==> src/rtl/elev_pkg.sv <==
// Shared floor types, FSM state encodings and floor-selection helpers
// for elevator_scheduler.
package elev_pkg;
    localparam int NUM_FLOORS = 4;
    localparam int FLOOR_W    = 2;

    typedef logic [FLOOR_W-1:0]    floor_t;
    typedef logic [NUM_FLOORS-1:0] floor_mask_t;
    typedef logic [1:0]            state_t;

    localparam state_t ST_IDLE      = 2'd0;
    localparam state_t ST_MOVE_UP   = 2'd1;
    localparam state_t ST_MOVE_DOWN = 2'd2;
    localparam state_t ST_DOOR      = 2'd3;

    localparam logic DIR_UP   = 1'b1;
    localparam logic DIR_DOWN = 1'b0;

    function automatic floor_mask_t above_mask(input floor_t cur);
        floor_mask_t m;
        m = '0;
        for (int f = 0; f < NUM_FLOORS; f++)
            if (f > int'(cur)) m[f] = 1'b1;
        return m;
    endfunction

    function automatic floor_mask_t below_mask(input floor_t cur);
        floor_mask_t m;
        m = '0;
        for (int f = 0; f < NUM_FLOORS; f++)
            if (f < int'(cur)) m[f] = 1'b1;
        return m;
    endfunction

    function automatic floor_t lowest_floor(input floor_mask_t m);
        floor_t r;
        r = '0;
        for (int f = NUM_FLOORS - 1; f >= 0; f--)
            if (m[f]) r = floor_t'(f);
        return r;
    endfunction

    function automatic floor_t highest_floor(input floor_mask_t m);
        floor_t r;
        r = '0;
        for (int f = 0; f < NUM_FLOORS; f++)
            if (m[f]) r = floor_t'(f);
        return r;
    endfunction

    // Scanning upward with a strict '<' makes the lower floor win a distance tie.
    function automatic floor_t nearest_floor(input floor_mask_t m, input floor_t cur);
        floor_t r;
        int     best;
        int     d;
        r    = '0;
        best = NUM_FLOORS;
        for (int f = 0; f < NUM_FLOORS; f++) begin
            d = (f > int'(cur)) ? f - int'(cur) : int'(cur) - f;
            if (m[f] && d < best) begin
                best = d;
                r    = floor_t'(f);
            end
        end
        return r;
    endfunction
endpackage

==> src/rtl/door_timer.sv <==
// Door dwell timer: load to TICKS, decrement on enabled ticks, flag the last tick.
module door_timer #(
    parameter int unsigned TICKS = 3
) (
    input  logic clock,
    input  logic reset,
    input  logic load,
    input  logic dec,
    output logic done
);
    logic [3:0] count;

    always_ff @(posedge clock or posedge reset) begin
        if (reset)
            count <= '0;
        else if (load)
            count <= 4'(TICKS);
        else if (dec && count != 4'd0)
            count <= count - 4'd1;
    end

    assign done = (count == 4'd1);
endmodule

==> src/rtl/elevator_scheduler.sv <==
// Four-floor elevator call scheduler (IDLE / MOVE_UP / MOVE_DOWN / DOOR).
// Optional auto-park to floor 0 when built with ELEV_SCHED_PARK_EN.
module elevator_scheduler
    import elev_pkg::*;
#(
    parameter int unsigned DOOR_TICKS = 3,
    parameter int unsigned PARK_TICKS = 8
) (
    input  logic       clock,
    input  logic       reset,
    input  logic       tick,
    input  logic       stop,
    input  logic [3:0] call_req,
    input  logic [1:0] cur_floor,
    output logic [1:0] target_floor,
    output logic       target_valid,
    output logic       dir_up,
    output logic       dir_down,
    output logic       door_open,
    output logic [3:0] pending,
    output logic [3:0] served_count
);
    state_t      state, state_nx, sel_state;
    floor_t      target_nx, sel_target, near;
    logic        last_dir, last_dir_nx, sel_dir;
    logic        advance, here, reload, enter_door, timer_done;
    floor_mask_t pend_above, pend_below, call_mask, clr_mask;

    assign advance    = tick & ~stop;
    assign here       = pending[cur_floor];
    assign pend_above = pending & above_mask(cur_floor);
    assign pend_below = pending & below_mask(cur_floor);
    assign reload     = (state == ST_DOOR) && !stop && call_req[cur_floor];
    assign enter_door = (state != ST_DOOR) && (state_nx == ST_DOOR);

`ifdef ELEV_SCHED_PARK_EN
    localparam logic [7:0] PARK_LAST = 8'(PARK_TICKS - 1);
    logic [7:0] park_cnt;
    logic       parking, parking_nx, park_due;

    assign park_due = (state == ST_IDLE) && (pending == '0) && (cur_floor != '0)
                      && (park_cnt == PARK_LAST);

    always_ff @(posedge clock or posedge reset) begin
        if (reset) begin
            park_cnt <= '0;
            parking  <= 1'b0;
        end else begin
            parking <= parking_nx;
            if (advance)
                park_cnt <= (state == ST_IDLE && pending == '0 && cur_floor != '0 && !park_due)
                            ? park_cnt + 8'd1 : '0;
        end
    end
`else
    logic [7:0] unused_park_ticks;
    assign unused_park_ticks = 8'(PARK_TICKS);
`endif

    // Plan from the idle position; also reused when a park run is aborted.
    always_comb begin
        sel_state  = ST_IDLE;
        sel_target = target_floor;
        sel_dir    = last_dir;
        near       = nearest_floor(pending, cur_floor);
        if (here) begin
            sel_state = ST_DOOR;
        end else if (pending != '0) begin
            sel_target = near;
            sel_state  = (near > cur_floor) ? ST_MOVE_UP : ST_MOVE_DOWN;
            sel_dir    = (near > cur_floor) ? DIR_UP : DIR_DOWN;
        end
    end

    // NOTE: every variable gets a default first so no path leaves it unassigned (no latch).
    always_comb begin
        state_nx    = state;
        target_nx   = target_floor;
        last_dir_nx = last_dir;
`ifdef ELEV_SCHED_PARK_EN
        parking_nx  = parking;
`endif
        if (advance) begin
            case (state)
                ST_IDLE: begin
                    state_nx    = sel_state;
                    target_nx   = sel_target;
                    last_dir_nx = sel_dir;
`ifdef ELEV_SCHED_PARK_EN
                    if (park_due) begin
                        state_nx    = ST_MOVE_DOWN;
                        target_nx   = '0;
                        last_dir_nx = DIR_DOWN;
                        parking_nx  = 1'b1;
                    end
`endif
                end
                ST_MOVE_UP: begin
                    if (here)             state_nx  = ST_DOOR;
                    else if (|pend_above) target_nx = lowest_floor(pend_above);
                    else                  state_nx  = ST_IDLE;
                end
                ST_MOVE_DOWN: begin
                    if (here)             state_nx  = ST_DOOR;
                    else if (|pend_below) target_nx = highest_floor(pend_below);
                    else                  state_nx  = ST_IDLE;
`ifdef ELEV_SCHED_PARK_EN
                    if (parking) begin
                        state_nx    = sel_state;
                        target_nx   = sel_target;
                        last_dir_nx = sel_dir;
                        parking_nx  = 1'b0;
                        if (pending == '0 && cur_floor != '0) begin
                            state_nx    = ST_MOVE_DOWN;
                            target_nx   = '0;
                            last_dir_nx = DIR_DOWN;
                            parking_nx  = 1'b1;
                        end
                    end
`endif
                end
                default: begin
                    if (timer_done && !reload) begin
                        if (|pend_above && last_dir == DIR_UP) begin
                            state_nx  = ST_MOVE_UP;
                            target_nx = lowest_floor(pend_above);
                        end else if (|pend_below && last_dir == DIR_DOWN) begin
                            state_nx  = ST_MOVE_DOWN;
                            target_nx = highest_floor(pend_below);
                        end else if (|pend_above) begin
                            state_nx    = ST_MOVE_UP;
                            target_nx   = lowest_floor(pend_above);
                            last_dir_nx = DIR_UP;
                        end else if (|pend_below) begin
                            state_nx    = ST_MOVE_DOWN;
                            target_nx   = highest_floor(pend_below);
                            last_dir_nx = DIR_DOWN;
                        end else begin
                            state_nx = ST_IDLE;
                        end
                    end
                end
            endcase
        end
    end

    // A call for the floor being served while the door is open only extends the dwell.
    always_comb begin
        call_mask = call_req;
        if (state == ST_DOOR) call_mask[cur_floor] = 1'b0;
        clr_mask = '0;
        if (enter_door) clr_mask[cur_floor] = 1'b1;
    end

    // NOTE: sequential state uses non-blocking assignments so all registers update together.
    always_ff @(posedge clock or posedge reset) begin
        if (reset) begin
            state        <= ST_IDLE;
            pending      <= '0;
            target_floor <= '0;
            served_count <= '0;
            last_dir     <= DIR_UP;
        end else begin
            state        <= state_nx;
            target_floor <= target_nx;
            last_dir     <= last_dir_nx;
            pending      <= (pending | call_mask) & ~clr_mask;
            if (enter_door) served_count <= served_count + 4'd1;
        end
    end

    door_timer #(.TICKS(DOOR_TICKS)) u_door_timer (
        .clock (clock),
        .reset (reset),
        .load  (enter_door | reload),
        .dec   (advance && state == ST_DOOR),
        .done  (timer_done)
    );

    assign dir_up       = (state == ST_MOVE_UP);
    assign dir_down     = (state == ST_MOVE_DOWN);
    assign door_open    = (state == ST_DOOR);
    assign target_valid = (dir_up | dir_down) & ~stop;
endmodule

==> config.mk <==
export PLATFORM = sky130hd
export DESIGN_NAME = elevator_scheduler
export DESIGN_NICKNAME = d
export VERILOG_FILES = /design/src/rtl/elev_pkg.sv /design/src/rtl/door_timer.sv /design/src/rtl/elevator_scheduler.sv
export SDC_FILE = /design/constraint.sdc
export NUM_CORES = 1
export LEC_CHECK = 0
export ABC_AREA = 1
export CELL_PAD_IN_SITES_DETAIL_PLACEMENT = 1
export CELL_PAD_IN_SITES_GLOBAL_PLACEMENT = 2
export CORE_MARGIN = 2
export CORE_UTILIZATION = 38
export CTS_CLUSTER_SIZE = 14
export DETAILED_ROUTE_END_ITERATION = 12
export DONT_BUFFER_PORTS = 1
export HOLD_SLACK_MARGIN = 0.02
export PLACE_DENSITY = 0.83
export SLEW_MARGIN = 5
export SYNTH_ARGS = -nofsm -noshare
export SYNTH_HDL_FRONTEND = slang
export SYNTH_SLANG_ARGS = --single-unit
==> constraint.sdc <==
create_clock -name clock -period 8.4 [get_ports clock]
set_clock_uncertainty 0.15 [all_clocks]
set_input_delay 1.68 -clock clock [delete_from_list [all_inputs] [get_ports clock]]
set_output_delay 1.68 -clock clock [all_outputs]
set_load 0.02 [all_outputs]
==> impl_metrics.toml <==
[pwr]
power-per-cell-area_nw_per_um2 = 320
pwr_total_mw = 0.583
seq_power_share_pct = 30.2
switchingPower_mw = 0.317
power.combinational.fraction_pct = 58.9
p_leak_nw = 0.946
worst_ir_drop_vdd_uv = 144
swShare_pct = 54.3
power_frac_clock_pct = 10.9
power.internal_mw = 0.266

[yosys]
syn_area_um2 = 1750
avgSynthCellArea_um2 = 6.96
synth-seq-area-share_pct = 24.4
synth_warnings = 0
ys_types = 35
synth.ff_latch_count = 17
synthCells = 251
synth_fp_nets = 281

[layout]
final_common_cell = "nand2_1"
final_area_um2 = 1820
fillCellCount = 582
register_area_um2 = 427
antenna_cells = 0
area_of_the_multi_input_gates_um2 = 1120
area_growth_pct = 4.37
num-nets-final = 282
final_core_util_pct = 41.6
layout-drive-gt1-share_pct = 14.7
final_cell_mix = "53 x nand2_1, 37 x inv_1, 21 x nor2_1"

[clock_network]
post-cts-setup-buffers = 0
tritoncts = "done"
worst_case_clock_buffer_depth = 2
clock_sink_count = 17
cts_max_level = 1
path_clk_slew_ns = 0.07
cts-hold-fix-buffers = 0
clk-insertion-delay-late_ns = 0.26
cts-resized-gates = 0
clock-root-buffer = "clkbuf_8"
clock_buffers_created_by_tritoncts = 3

[critical_path]
most_numerous_cell_on_the_critical_path = "nand2_1"
reg2regPathDepth = 31
critPathMaxStageDelay_ns = 0.31
crit_cells = 29
rr_endpoint = "served_count[3]"
setup_slack_reg_to_reg_ns = 4.02
worst_path_dominant_cell_family = "simple AND/OR/NAND/NOR gates"
cp-startpoint = "cur_floor[0]"
critical_path.startpoint_type = "input pin"
r2r-start = "pending[0]"
critical_path.n_buffers_inverters = 4
critPathCapture = "served_count[3]"
cp.arrival_ns = 5.31
timing.critical_path.fanout_max = 11
critical_path.endpoint_type = "flop"
crit_required_ns = 8.39
critPathSlowestCell = "o221a_2"
crit_type = "in2reg"

[place]
finalWeightedCongestion = 0.779
place.detailed.hpwl_um = 3660
portBuffers = 0
dpl-instance-area_um2 = 1780

[global_routing]
track_usage_pct = 19.7
global_route.overflow_total = 0
grt_pass1_wl_um = 8010
antenna_violations_before_repair = 0
grt_max_degree = 18
first_global_vias = 1673

[floorplanning]
placement_rows = 24
dieArea_um2 = 5150
core_area_um2 = 4380
top_level_ports = 24
initial_core_utilization_pct = 39.8
fp.dieH_um = 71.8
die_width_um = 71.8

[sta]
post-route-min-period_ns = 5.32
maxSlewViolCount = 0
report.final.hold_viol_count = 0
report.final.setup_viol = 0
unrepaired_setup_endpoints_after_global_routing = "no"
worst_slew_pin_slew_ns = 0.698
totalNegativeSetupSlack_ns = 0
timing.hold.ws_ns = 0.395
timing.slew.headroom_pct = 53.4
fmaxAchievable_ghz = 0.188
post-route-period-util_pct = 63.3

[drt]
drtPass1Iterations = 4
routed-via-count = 1566
drtAntennaViolNets = 0
finalWirelength_um = 4560
route.detailed.vias_per_inst = 5.17
maxUsedRoutingLayer = "met4"
first_iter_violations = 45
drt_drc_violations_left = 0
met2RoutedLength_um = 2130
wl_met3_um = 159
met1_length_um = 2240
route.detailed.wl_per_inst_um = 15.1

[outcome]
outcome = "complete, no violations"

[min_path]
holdCritPathClass = "reg2reg"

[flow_run]
max_cap_viol_count = 0
[worst min-delay path: stages (launching register included)]
cell     delay, ns
dfrtp_1       0.38
nand2_1       0.07
nand3_1       0.07
[cells in the mapped netlist]
| cell type | count | area (um2) |
|---|---|---|
| nor3_1 | 4 | 20.0 |
| clkbuf_1 | 1 | 3.75 |
| nand3_4 | 1 | 17.5 |
| or2_4 | 1 | 8.76 |
| o21ai_0 | 15 | 75.1 |
| dfrtp_1 | 16 | 400 |
| nand3_1 | 10 | 50.1 |
| or2_2 | 1 | 6.26 |
| nand2_2 | 10 | 62.6 |
| inv_2 | 8 | 30.0 |
| nor2_4 | 1 | 11.3 |
| ha_1 | 20 | 250 |
| xnor2_1 | 3 | 26.3 |
| nand2_1 | 53 | 199 |
| a31oi_1 | 5 | 31.3 |
| buf_4 | 1 | 7.51 |
| o221a_2 | 1 | 11.3 |
| o22ai_1 | 4 | 25.0 |
| nand2_4 | 2 | 22.5 |
| nand4_1 | 2 | 12.5 |
| o21ai_2 | 3 | 26.3 |
| and3_1 | 1 | 6.26 |
| o211ai_1 | 2 | 15.0 |
| o31ai_2 | 1 | 12.5 |
| buf_6 | 2 | 22.5 |
| o31ai_1 | 1 | 7.51 |
| o22ai_2 | 1 | 12.5 |
| xor2_1 | 1 | 8.76 |
| o21ai_1 | 5 | 25.0 |
| a21oi_1 | 12 | 60.1 |
| nor2_1 | 21 | 78.8 |
| dfstp_2 | 1 | 26.3 |
| a21oi_2 | 3 | 26.3 |
| inv_1 | 37 | 139 |
| o2111ai_1 | 1 | 8.76 |
[cell families (layout without fill, tap and decap cells)]
family | count (synthesis) | count (layout) | synth area share [%]
simple gates | 107 | 107 | 28.4
compound gates | 54 | 54 | 19.3
buf+inv | 49 | 49 | 11.6
fa+ha+maj | 20 | 20 | 14.3
flops | 17 | 17 | 24.4
xor+xnor | 4 | 4 | 2.01
[registers in the layout, indices dropped and copies added, names as in the netlist]
register            flops
served_count            4
target_floor            2
last_dir                1
u_door_timer.count      4
pending                 4
state                   2
[worst min path at each step]
| stage | start | end | slack (ns) | cells past startpoint |
|---|---|---|---|---|
| detailed placement | u_door_timer.count[0] | u_door_timer.count[0] | 0.38 | 2 |
| CTS | u_door_timer.count[0] | u_door_timer.count[0] | 0.40 | 2 |
| global route | u_door_timer.count[0] | u_door_timer.count[0] | 0.44 | 2 |
| floorplan | u_door_timer.count[0] | u_door_timer.count[0] | 0.34 | 2 |
| finish | u_door_timer.count[0] | u_door_timer.count[0] | 0.39 | 2 |
| global placement | u_door_timer.count[0] | u_door_timer.count[0] | 0.38 | 2 |
[area by class of cell]
| class | instances | share of cell area, % |
|---|---|---|
| clock buffers | 4 | 2.47 |
| inverters | 45 | 9.27 |
| multi-input cells | 185 | 61.3 |
| flip-flops and latches | 17 | 23.4 |
| well taps | 52 | 3.57 |
[stage by stage]
stage	worst slack (ns)	cells
final	3.08	303
after global routing	2.52	303
after CTS	3.05	303
after detailed placement	2.78	299
after global placement	2.88	299
after floorplan	3.20	251
[metal layers]
metal / vias up / global-route usage (%)
li1: 813 / -
met1: 729 / 27.6
met2: 20 / 32.0
met3: 4 / 3.38
met4: 0 / 3.77
met5: - / 0
[power by group through the flow]
stage / logic, mW / registers [mW] / clock network [mW]
finish: 0.344 / 0.176 / 0.0638
floorplan: 0.287 / 0.163 / 0
global route: 0.397 / 0.182 / 0.0692
detailed placement: 0.346 / 0.178 / 0
CTS: 0.349 / 0.176 / 0.0674
global placement: 0.341 / 0.177 / 0
Power figures use the tool's default switching activity.
